### config.mk
export PLATFORM = sky130hd
export DESIGN_NAME = rob_inst_buffer
export DESIGN_NICKNAME = d
export VERILOG_FILES = /design/src/rtl/rob_inst_buffer.sv
export SDC_FILE = /design/constraint.sdc
export NUM_CORES = 1
export LEC_CHECK = 0
export ABC_CLOCK_PERIOD_IN_PS = 5740
export CAP_MARGIN = 20
export CORE_MARGIN = 8
export CORE_UTILIZATION = 54
export CTS_BUF_LIST = sky130_fd_sc_hd__clkbuf_16
export CTS_CLUSTER_DIAMETER = 150
export DETAILED_ROUTE_END_ITERATION = 6
export PLACE_DENSITY = 0.76
export RECOVER_POWER = 25
export SYNTH_ARGS = -nofsm -noshare
export SYNTH_HDL_FRONTEND = slang
export SYNTH_SLANG_ARGS = --single-unit
### constraint.sdc
create_clock -name clk -period 5.74 [get_ports clk]
set_input_delay 0.574 -clock clk [delete_from_list [all_inputs] [get_ports clk]]
set_output_delay 0.574 -clock clk [all_outputs]
set_load 0.02 [all_outputs]
### src/rtl/rob_inst_buffer.sv
// rob_inst_buffer: reorder buffer for the AXIL OCL instruction path.
// Instructions enqueue in order, dispatch in order to the iNTT units,
// complete out of order by tag and retire in order.
// Optional feature: define ROB_OVF_CNT_EN to count dropped (full) writes in ovf_cnt.
module rob_inst_buffer #(
    parameter int unsigned PTR_W     = 3,
    parameter int unsigned OPCODE_W  = 4,
    parameter int unsigned INTT_ID_W = 2,
    parameter int unsigned LWE_W     = 9
) (
    input  logic                 clk,
    input  logic                 rst,
    input  logic                 wr_en,
    input  logic [OPCODE_W-1:0]  wr_opcode,
    input  logic [2:0]           wr_gate,
    input  logic [INTT_ID_W-1:0] wr_intt_id,
    input  logic [LWE_W-1:0]     wr_init_value,
    input  logic [3:0]           wr_subs_factor,
    output logic                 full,
    output logic                 empty,
    output logic [PTR_W:0]       count,
    output logic                 disp_valid,
    input  logic                 disp_ready,
    output logic [PTR_W-1:0]     disp_tag,
    output logic [OPCODE_W-1:0]  disp_opcode,
    output logic [2:0]           disp_gate,
    output logic [INTT_ID_W-1:0] disp_intt_id,
    output logic [LWE_W-1:0]     disp_init_value,
    output logic [3:0]           disp_subs_factor,
    input  logic                 done_valid,
    input  logic [PTR_W-1:0]     done_tag,
    output logic                 ret_valid,
    input  logic                 ret_ready,
    output logic [OPCODE_W-1:0]  ret_opcode,
    output logic [2:0]           ret_gate,
    output logic [INTT_ID_W-1:0] ret_intt_id,
    output logic                 tag_err,
    output logic [15:0]          ovf_cnt
);

    localparam int unsigned DEPTH = 1 << PTR_W;
    localparam int unsigned CNT_W = PTR_W + 1;

    // Entry storage; contents are don't-care until written, so no reset.
    logic [OPCODE_W-1:0]  opcode_mem [0:DEPTH-1];
    logic [2:0]           gate_mem   [0:DEPTH-1];
    logic [INTT_ID_W-1:0] intt_mem   [0:DEPTH-1];
    logic [LWE_W-1:0]     init_mem   [0:DEPTH-1];
    logic [3:0]           subs_mem   [0:DEPTH-1];

    logic [DEPTH-1:0] done_q;
    logic [CNT_W-1:0] tail_q;
    logic [CNT_W-1:0] disp_q;
    logic [CNT_W-1:0] head_q;
    logic             tag_err_q;

    logic [PTR_W-1:0] tail_idx;
    logic [PTR_W-1:0] disp_idx;
    logic [PTR_W-1:0] head_idx;
    logic [CNT_W-1:0] occ;
    logic [CNT_W-1:0] inflight;
    logic [PTR_W-1:0] done_off;
    logic             wr_fire;
    logic             disp_fire;
    logic             ret_fire;
    logic             done_ok;
    logic             done_bad;

    // Occupancy, handshakes and completion legality, all from pre-edge state.
    always_comb begin
        tail_idx   = tail_q[PTR_W-1:0];
        disp_idx   = disp_q[PTR_W-1:0];
        head_idx   = head_q[PTR_W-1:0];
        occ        = tail_q - head_q;
        inflight   = disp_q - head_q;
        done_off   = done_tag - head_idx;
        full       = (occ == CNT_W'(DEPTH));
        empty      = (tail_q == head_q);
        count      = occ;
        disp_valid = (disp_q != tail_q);
        ret_valid  = (head_q != disp_q) && done_q[head_idx];
        wr_fire    = wr_en && !full;
        disp_fire  = disp_valid && disp_ready;
        ret_fire   = ret_valid && ret_ready;
        done_ok    = done_valid && ({1'b0, done_off} < inflight) && !done_q[done_tag];
        done_bad   = done_valid && !done_ok;
    end

    // Dispatch and retire views of the stored entries.
    always_comb begin
        disp_tag         = disp_idx;
        disp_opcode      = opcode_mem[disp_idx];
        disp_gate        = gate_mem[disp_idx];
        disp_intt_id     = intt_mem[disp_idx];
        disp_init_value  = init_mem[disp_idx];
        disp_subs_factor = subs_mem[disp_idx];
        ret_opcode       = opcode_mem[head_idx];
        ret_gate         = gate_mem[head_idx];
        ret_intt_id      = intt_mem[head_idx];
        tag_err          = tag_err_q;
    end

    // Entry field write at the tail slot.
    always_ff @(posedge clk) begin
        if (wr_fire) begin
            opcode_mem[tail_idx] <= wr_opcode;
            gate_mem[tail_idx]   <= wr_gate;
            intt_mem[tail_idx]   <= wr_intt_id;
            init_mem[tail_idx]   <= wr_init_value;
            subs_mem[tail_idx]   <= wr_subs_factor;
        end
    end

    // Pointers, done bits and sticky completion error.
    always_ff @(posedge clk) begin
        if (rst) begin
            tail_q    <= '0;
            disp_q    <= '0;
            head_q    <= '0;
            done_q    <= '0;
            tag_err_q <= 1'b0;
        end else begin
            if (wr_fire) begin
                tail_q           <= tail_q + CNT_W'(1);
                done_q[tail_idx] <= 1'b0;
            end
            if (disp_fire) begin
                disp_q <= disp_q + CNT_W'(1);
            end
            if (ret_fire) begin
                head_q <= head_q + CNT_W'(1);
            end
            // The tail slot is never in flight while a write is accepted.
            if (done_ok) begin
                done_q[done_tag] <= 1'b1;
            end
            if (done_bad) begin
                tag_err_q <= 1'b1;
            end
        end
    end

`ifdef ROB_OVF_CNT_EN
    logic [15:0] ovf_q;

    // Saturating count of writes dropped because the buffer was full.
    always_ff @(posedge clk) begin
        if (rst) begin
            ovf_q <= '0;
        end else if (wr_en && full && (ovf_q != 16'hFFFF)) begin
            ovf_q <= ovf_q + 16'd1;
        end
    end

    assign ovf_cnt = ovf_q;
`else
    assign ovf_cnt = '0;
`endif

endmodule

==> reports/results.tsv <==
metric	value	unit
Hold Crit Class	register to register	
synth warn	0	
Final setup viols	0	
Slew Limit Fails	0	
port bufs	73	
die width	145	µm
postcts setup bufs	0	
largest area contributor in the netlist	edfxtp_1	
CTS clk-pin slew, worst paths	0.06	ns
Overall Global Routing Usage	17.9	%
vias in the first global route	5215	
Resized cells post-CTS	0	
CP top delay family	buffers and inverters	
Synth async-reset ratio	0	%
Setup TNS	0	ns
Max Cap Viol	0	
Die Y-Extent	145	µm
syn avg cell area	17.9	µm²
Clock Sinks	203	
TritonRoute pass-1 iters	4	
placed cells	784	
Critical Path RT	5.17	ns
Gate Count Post-Synth	504	
max incr delay on CP	0.64	ns
post-layout min period	3.73	ns
detailed-route via count	4801	
CP arrival	3.16	ns
# rows	47	
Post-Syn Area	9000	µm²
grt ovf	0	
status	complete, no violations	
routed wirelength normalized by instance count	22.9	µm
Final Cycle Share	65.0	%
root cell of the clock tree	clkbuf_16	
Cell Area, Placed	10000	µm²
Rel. slew slack	26.5	%
final hold violations	0	
most frequent cell after synthesis	edfxtp_1	
TritonCTS clock tree	done	
Setup Crit Path Kind	register to primary output	
core area	16500	µm²
hpwl dp	12100	µm
Worst Tran Pin Value	1.10	ns
fin area	10600	µm²
Critical-path top delay cell	clkdlybuf4s50_1	
Iter 0 DRT Violations	465	
synth unique cells	45	
Longest Clk Path Bufs	3	
fraction of layout cells with a size suffix above 1	25.1	%
Worst-Skew Late Latency	0.49	ns
DRC	0	
leakage	3.46	nW
boundary pin count	90	
worst path cell trace	ha_1 > inv_1 > fa_1 > xor2_1 > or3_1 > nor3_1 > clkdlybuf4s50_1	
crit path launch type	register	
Area contributors post-synth	edfxtp_1 59%, mux4_2 16%, dfxtp_1 6.0%	
number of synthesized flops with an enable pin	176	
Post-Place Setup Slack	2.34	ns
most frequent cells after synthesis	176 x edfxtp_1, 64 x mux4_2, 33 x mux2_2, 27 x dfxtp_1	
Die Footprint	21100	µm²
Seq/Total Area, Yosys	64.7	%
PwrDens	388	nW/µm²
# H-tree levels	1	
crit end category	primary output	
WL final	18800	µm
# hold bufs at CTS	0	
nets	633	
Initial Util	54.7	%
area delta synth->final	18.0	%
RSZ-0062 raised after global routing	no	
antenna viol nets, final	0	
number of synthesized register bits	203	
top_reg_cell synth	edfxtp_1	
worst reg-to-reg setup slack	2.27	ns
Peak VDD IR	0.229	mV
sum of buffers and inverters on the critical path	2	
final worst slack	2.01	ns
total CTS buffers	21	
final core occ	64.5	%
final clock skew	0.0184	ns
pin count of the biggest net entering global routing	31	
Via density	5.85	
critical path peak fanout	9	
initial antenna violation count	0	
post-synth top area share	58.7	%
Ant. Diodes	0	
final non-filler cell total	821	
first-pass GRT wire length	29900	µm
routability cong.	0.889	
highest clock rate	268	MHz
[final timing paths]
kind                  start             end  depth (start not counted)
hold / removal    done_q[3]       done_q[3]                          2
setup reg to reg  head_q[0]  gate_mem[6][0]                          8
setup / recovery  head_q[0]            full                          7
hold reg to reg   done_q[3]       done_q[3]                          2
[metrics by stage]
step	hold WS [ns]	total power, mW
global placement	0.474	2.95
finish	0.496	4.12
detailed placement	0.482	2.97
floorplan	0.447	2.53
global route	0.513	4.29
CTS	0.493	4.16
[cell type report]
| class | instances | area, µm² |
|---|---|---|
| Clock buffer | 21 | 526 |
| Clock inverter | 16 | 72.6 |
| Fill cell | 1130 | 5840 |
| Inverter | 23 | 86.3 |
| Multi-Input combinational cell | 251 | 2990 |
| Sequential cell | 203 | 5830 |
| Tap cell | 220 | 275 |
| Timing Repair Buffer | 87 | 848 |
[flip-flops by register name, indices dropped and copies added (netlist names), named ones only]
signal      cells
disp_q          4
done_q          8
gate_mem       24
head_q          4
init_mem       72
intt_mem       16
opcode_mem     32
subs_mem       32
tag_err         1
tail_q          4
[report_power, final]
part / switching [mW] / total [mW] / leakage, nW / internal, mW
Combinational: 0.564 / 1.10 / 1.33 / 0.541
Clock: 0.523 / 1.19 / 0.306 / 0.663
Sequential: 0.0893 / 1.83 / 1.82 / 1.74
[kinds of logic after synthesis]
group | after synthesis | synth area share [%]
other cells | 1 | 0.0417
mux | 101 | 20.9
buf+inv | 65 | 3.67
compound gates | 36 | 3.18
flops | 203 | 64.7
simple gates | 65 | 3.35
fa+ha+maj | 15 | 2.34
xor+xnor | 18 | 1.75
[cells in the final DEF (no fill, tap or decap), types with 5 or more instances in the layout]
cell / count
ha_1: 12
nor2_1: 22
clkinv_1: 7
clkinv_2: 7
a311oi_4: 5
nand3_1: 10
xnor2_1: 12
dlygate4sd3_1: 15
dfxtp_1: 25
mux4_2: 64
conb_1: 16
clkdlybuf4s50_1: 58
nor3_1: 10
buf_4: 13
inv_1: 24
edfxtp_1: 176
xor2_1: 6
mux2_2: 33
nand2_1: 11
clkbuf_16: 21
[tightest hold or removal path, stage by stage, from the launching register on]
cell	delay, ns
dfxtp_1	0.32
nand2_1	0.06
o32ai_1	0.07
[layer usage]
| metal | track usage, % | routed length, µm | vias up |
|---|---|---|---|
| li1 | - | - | 2161 |
| met1 | 22.7 | 7680 | 2454 |
| met2 | 31.3 | 9690 | 158 |
| met3 | 2.95 | 1020 | 28 |
| met4 | 5.00 | 392 | 0 |
| met5 | 0 | 0 | - |
(Power assumes the default switching activity.)
==> edit 1 (config.mk and constraints unchanged) <==
`LWE_W`: 9 -> 18.
--- a/src/rtl/rob_inst_buffer.sv
+++ b/src/rtl/rob_inst_buffer.sv
@@ -6,7 +6,7 @@
     parameter int unsigned PTR_W     = 3,
     parameter int unsigned OPCODE_W  = 4,
     parameter int unsigned INTT_ID_W = 2,
-    parameter int unsigned LWE_W     = 9
+    parameter int unsigned LWE_W     = 18
 ) (
     input  logic                 clk,
     input  logic                 rst,
Interface: changed (resized disp_init_value and wr_init_value); port bits go from 90 to 108. No check against the original RTL was run, so the function may have changed too.
==> edit 1 against the original RTL <==
  * Setup slack got worse by 0.39 ns
  * Wire length rose by 29%
  * Power rose by 24%
  * Via count rose by 23%
  * Clock skew rose by 0.0020 ns
  * Final area rose by 28%
  * Area after synthesis rose by 29%
  * Non-clock buffer count rose by 15
  * Highest routed layer unchanged
  * Register-to-register slack improved by 0.26 ns
  * Synthesized cell count rose by 17%
  * Count of clock-buffer cells in the layout rose by 6
  * Sequential cell count rose by 72
  * Sequential share of layout area rose by 3.8 points
==> edit 1: results (changes against the original RTL) <==
Yosys
  – Unique masters post-synth: 42 (-6.7%)
  – Top cells by area, synth: sky130_fd_sc_hd__edfxtp_1, sky130_fd_sc_hd__mux4_2, sky130_fd_sc_hd__dfxtp_1, sky130_fd_sc_hd__mux2_2, sky130_fd_sc_hd__buf_4
  – Mux contribution to synthesized area: 20.56% (-0.39 points)
  – Post-synthesis share of cell area spent on full adders, half adders and majority gates: 1.816% (-0.52 points)
  – Synthesized-area fraction occupied by ao, oa, aoi and oai cells: 1.621% (-1.6 points)
  – Sequential-to-total area share from yosys stat: 68.99% (+4.3 points)
  – Xor/xnor share of the synthesized area: 1.362% (-0.39 points)
  – EDFF count, synth: 248 (+41%)

Placed design
  – Final GP Congestion: 0.8540 (-3.9%)
  – Number of input and output port buffers inserted: 91 (+25%)

Drt
  – Pre-antenna DRT Iters: 5 (+1)
  – DRC violation total after the first TritonRoute iteration: 480 (+3.2%)
  – WL final: 24.25 mm (+29%)
  – Metal3 WL: 1.641 mm (+61%)
  – Met2 wirelength from detailed routing: 12.42 mm (+28%)
  – Number of vias after detailed routing: 5906 (+23%)

GRT
  – Largest net degree at the start of global routing: 48 (+55%)
  – Total track usage: 18.54% (+0.64 points)
  – Met2 capacity usage during global routing: 32.01% (+0.72 points)

Power
  – Combinational group power: 1.01 mW (-8%)
  – Pleak: 4.367 nW (+26%)

Min path
  – Hold-critical path endpoint: done_q[0]
  – Worst min-delay path startpoint: done_q[0]

Clock network
  – Clock network latency to the later pin of the worst-skew pair: 0.54 ns (+0.05 ns)

Final layout
  – Number of filler cells placed in the layout: 1371 (+21%)
  – Final net count: 746 (+18%)

Timing
  – Slew at the pin closest to its max-slew limit: 1.020 ns (-0.07686 ns)
  – Clock skew: 0.02037 ns (+0.001977 ns)

Run status
  – Run status: finished, final reports clean

Worst setup path
  – Delay contributed by the slowest stage of the critical path: 0.72 ns (+0.08 ns)
  – Endpoint of the lowest-slack register-to-register path: subs_mem[7][1]
edit 1: metrics by stage:
step	instance area (um^2)	hold WS, ns	setup WS, ns	cells	power [mW]
after floorplan	11630	0.4576	0.2474	606	3.079
after global placement	12760	0.4812	2.269	937	3.436
after detailed placement	12760	0.4980	2.159	937	3.460
after CTS	13630	0.5087	1.606	987	5.168
after global routing	13630	0.5296	1.457	987	5.300
final	13630	0.5141	1.621	988	5.111
edit 1: layout make-up:
type	count	area [um^2]	share of cell area [%]
sequential	275	7994	58.65
multi-input combinational	264	3354	24.61
timing repair buffer	102	993.5	7.288
clock buffer	27	675.6	4.957
tap	275	344.1	2.524
clock inverter	23	187.7	1.377
inverter	21	78.83	0.5783
antenna	1	2.502	0.01836
edit 1: how the worst max path moves through the flow:
stage                           endpoint  slack [ns]  cells after the start
after floorplan           gate_mem[0][0]        0.25                      9
after global placement              full        2.27                      7
after detailed placement            full        2.16                      7
after CTS                           full        1.61                      7
after global routing                full        1.46                      7
final                               full        1.62                      7
==> edit 2 (same flow settings) <==
Made on the original files. Put a register stage on the output `tag_err`, without a reset. The value now appears one clock later. The other outputs are not delayed to match.
--- a/src/rtl/rob_inst_buffer.sv
+++ b/src/rtl/rob_inst_buffer.sv
@@ -40,6 +40,8 @@
 
     localparam int unsigned DEPTH = 1 << PTR_W;
     localparam int unsigned CNT_W = PTR_W + 1;
+
+    logic tag_err_d;
 
     // Entry storage; contents are don't-care until written, so no reset.
     logic [OPCODE_W-1:0]  opcode_mem [0:DEPTH-1];
@@ -97,7 +99,7 @@
         ret_opcode       = opcode_mem[head_idx];
         ret_gate         = gate_mem[head_idx];
         ret_intt_id      = intt_mem[head_idx];
-        tag_err          = tag_err_q;
+        tag_err_d        = tag_err_q;
     end
 
     // Entry field write at the tail slot.
@@ -157,5 +159,9 @@
     assign ovf_cnt = '0;
 `endif
 
+    always_ff @(posedge clk) begin
+        tag_err <= tag_err_d;
+    end
+
 endmodule
 
Behaviour: not the same (a bounded check fails within 4 cycles, from zero or initial values and one cycle with rst high).
==> edit 2 against the original RTL <==
  * Power up 5.6%
  * Sequential cell count is 1 higher
  * Setup slack got worse by 0.11 ns
  * Clock power grew 18%
  * Sequential share of layout area fell by 0.52 points
  * Area after synthesis rose by 0.22%
  * Utilization increased by 0.84 points
  * Critical path depth is 3 lower
  * Count of clock-buffer cells in the layout did not move
  * Final area rose by 1.3%
  * Global-route usage fell by 0.39 points
  * Worst hold slack worse by 0.12 ns
  * Wire length shrank 1.3%
  * Critical path type unchanged
  * Largest cell class unchanged
==> edit 2: results (changes against the original RTL) <==
Run status
  – Run status: finished, final reports clean

GRT
  – Global-route wire length before repair: 29.02 mm (-2.8%)
  – Total track usage: 17.51% (-0.39 points)
  – Number of antenna violations at the first check in global routing: 3 (+3)
  – Number of global-route vias before repair: 5143 (-1.4%)
  – Largest net degree at the start of global routing: 45 (+45%)

Placed design
  – Sum of net half-perimeters after detailed placement: 11.08 mm (-8.7%)
  – Placement-stage worst setup slack: 2.295 ns (-0.04411 ns)
  – Placed cell areas: 0.01001 mm^2 (-0.15%)
  – Final GP Congestion: 0.8156 (-8.2%)
  – Number of cells after detailed placement: 782 (-0.26%)

Timing
  – Clock skew: 0.01146 ns (-0.006934 ns)
  – Slew at the pin closest to its max-slew limit: 0.9501 ns (-0.1465 ns)

Final layout
  – Signal buffers share of area: 7.847% (-0.14 points)
  – Final-layout clock-cell area share: 6.650% (+1.0 points)
  – Number of signal-net buffers in the layout: 86 (-1.1%)
  – Share of the final layout cell area in multi-input gates: 27.76% (-0.36 points)
  – Fraction of standard cell area that is sequential: 54.34% (-0.52 points)
  – Share of cells above drive strength 1: 24.83% (-0.29 points)
  – Number of filler cells placed in the layout: 1119 (-0.97%)
  – Syn-to-layout area delta: 19.31%
  – Number of non-clock inverters: 23 (unchanged)

Yosys
  – Xor/xnor share of the synthesized area: 1.748% (-0.0039 points)
  – Synthesized flop and latch total: 204 (+0.49%)
  – Post-synthesis average cell area: 17.86 um^2 (about the same)
  – Top cells by area, synth: sky130_fd_sc_hd__edfxtp_1, sky130_fd_sc_hd__mux4_2, sky130_fd_sc_hd__dfxtp_1, sky130_fd_sc_hd__mux2_2, sky130_fd_sc_hd__ha_1
  – Synthesized-area fraction occupied by ao, oa, aoi and oai cells: 3.176% (-0.0071 points)
  – Top cells by count, synth: sky130_fd_sc_hd__edfxtp_1, sky130_fd_sc_hd__mux4_2, sky130_fd_sc_hd__mux2_2
  – Post-synthesis share of cell area spent on full adders, half adders and majority gates: 2.330% (-0.0052 points)
  – Mux contribution to synthesized area: 20.90% (-0.046 points)

Worst setup path
  – Delay contributed by the slowest stage of the critical path: 0.84 ns (+0.20 ns)
  – Register-to-register path setup slack: 2.59 ns (+0.32 ns)
  – Slowest cell on the critical path: sky130_fd_sc_hd__dfxtp_2
  – Worst reg2reg startpoint: head_q[1]
  – Worst-path fanout max: 24 (+15)
  – Register-to-Register Path Depth: 7 (-1)
  – Endpoint of the lowest-slack register-to-register path: subs_mem[7][2]

Power
  – Power in the clock group: 1.40 mW (+18%)
  – Seq group: 1.83 mW (about the same)
  – Pleak: 3.515 nW (+1.7%)
  – IR Drop Worst-Case VDD: 269.0 uV (+18%)
  – Seq pwr share: 42.2% (-2.2 points)

Drt
  – Number of vias after detailed routing: 4839 (+0.79%)
  – DRC violation total after the first TritonRoute iteration: 389 (-16%)

Min path
  – Worst hold stages: 0 (-2)
  – Hold-critical path endpoint: tag_err
  – Worst min-delay path startpoint: tag_err_d

Clock network
  – Maximum count of clock buffers along a single path: 3 (unchanged)
==> edit 2: how the worst max path moves through the flow <==
| stage | from | end | slack [ns] |
|---|---|---|---|
| 2_1_floorplan | head_q[0] | gate_mem[2][0] | 1.57 |
| 3_3_place_gp | flip-flop | disp_gate[2] | 2.34 |
| 3_5_place_dp | flip-flop | disp_init_value[5] | 2.29 |
| 4_1_cts | flip-flop | disp_init_value[5] | 1.79 |
| 5_1_grt | flip-flop | disp_gate[2] | 1.63 |
| 6_report | flip-flop | disp_init_value[5] | 1.90 |
==> edit 2: per-layer routing <==
layer  share of wire [%]  vias to the layer above  track usage, %
met3                 6.2                       36           3.545
met4                 2.4                        2           5.518
met2                  51                      160           30.26
li1                    -                     2157               -
met1                  41                     2484           21.82
met5               0.070                        -               0
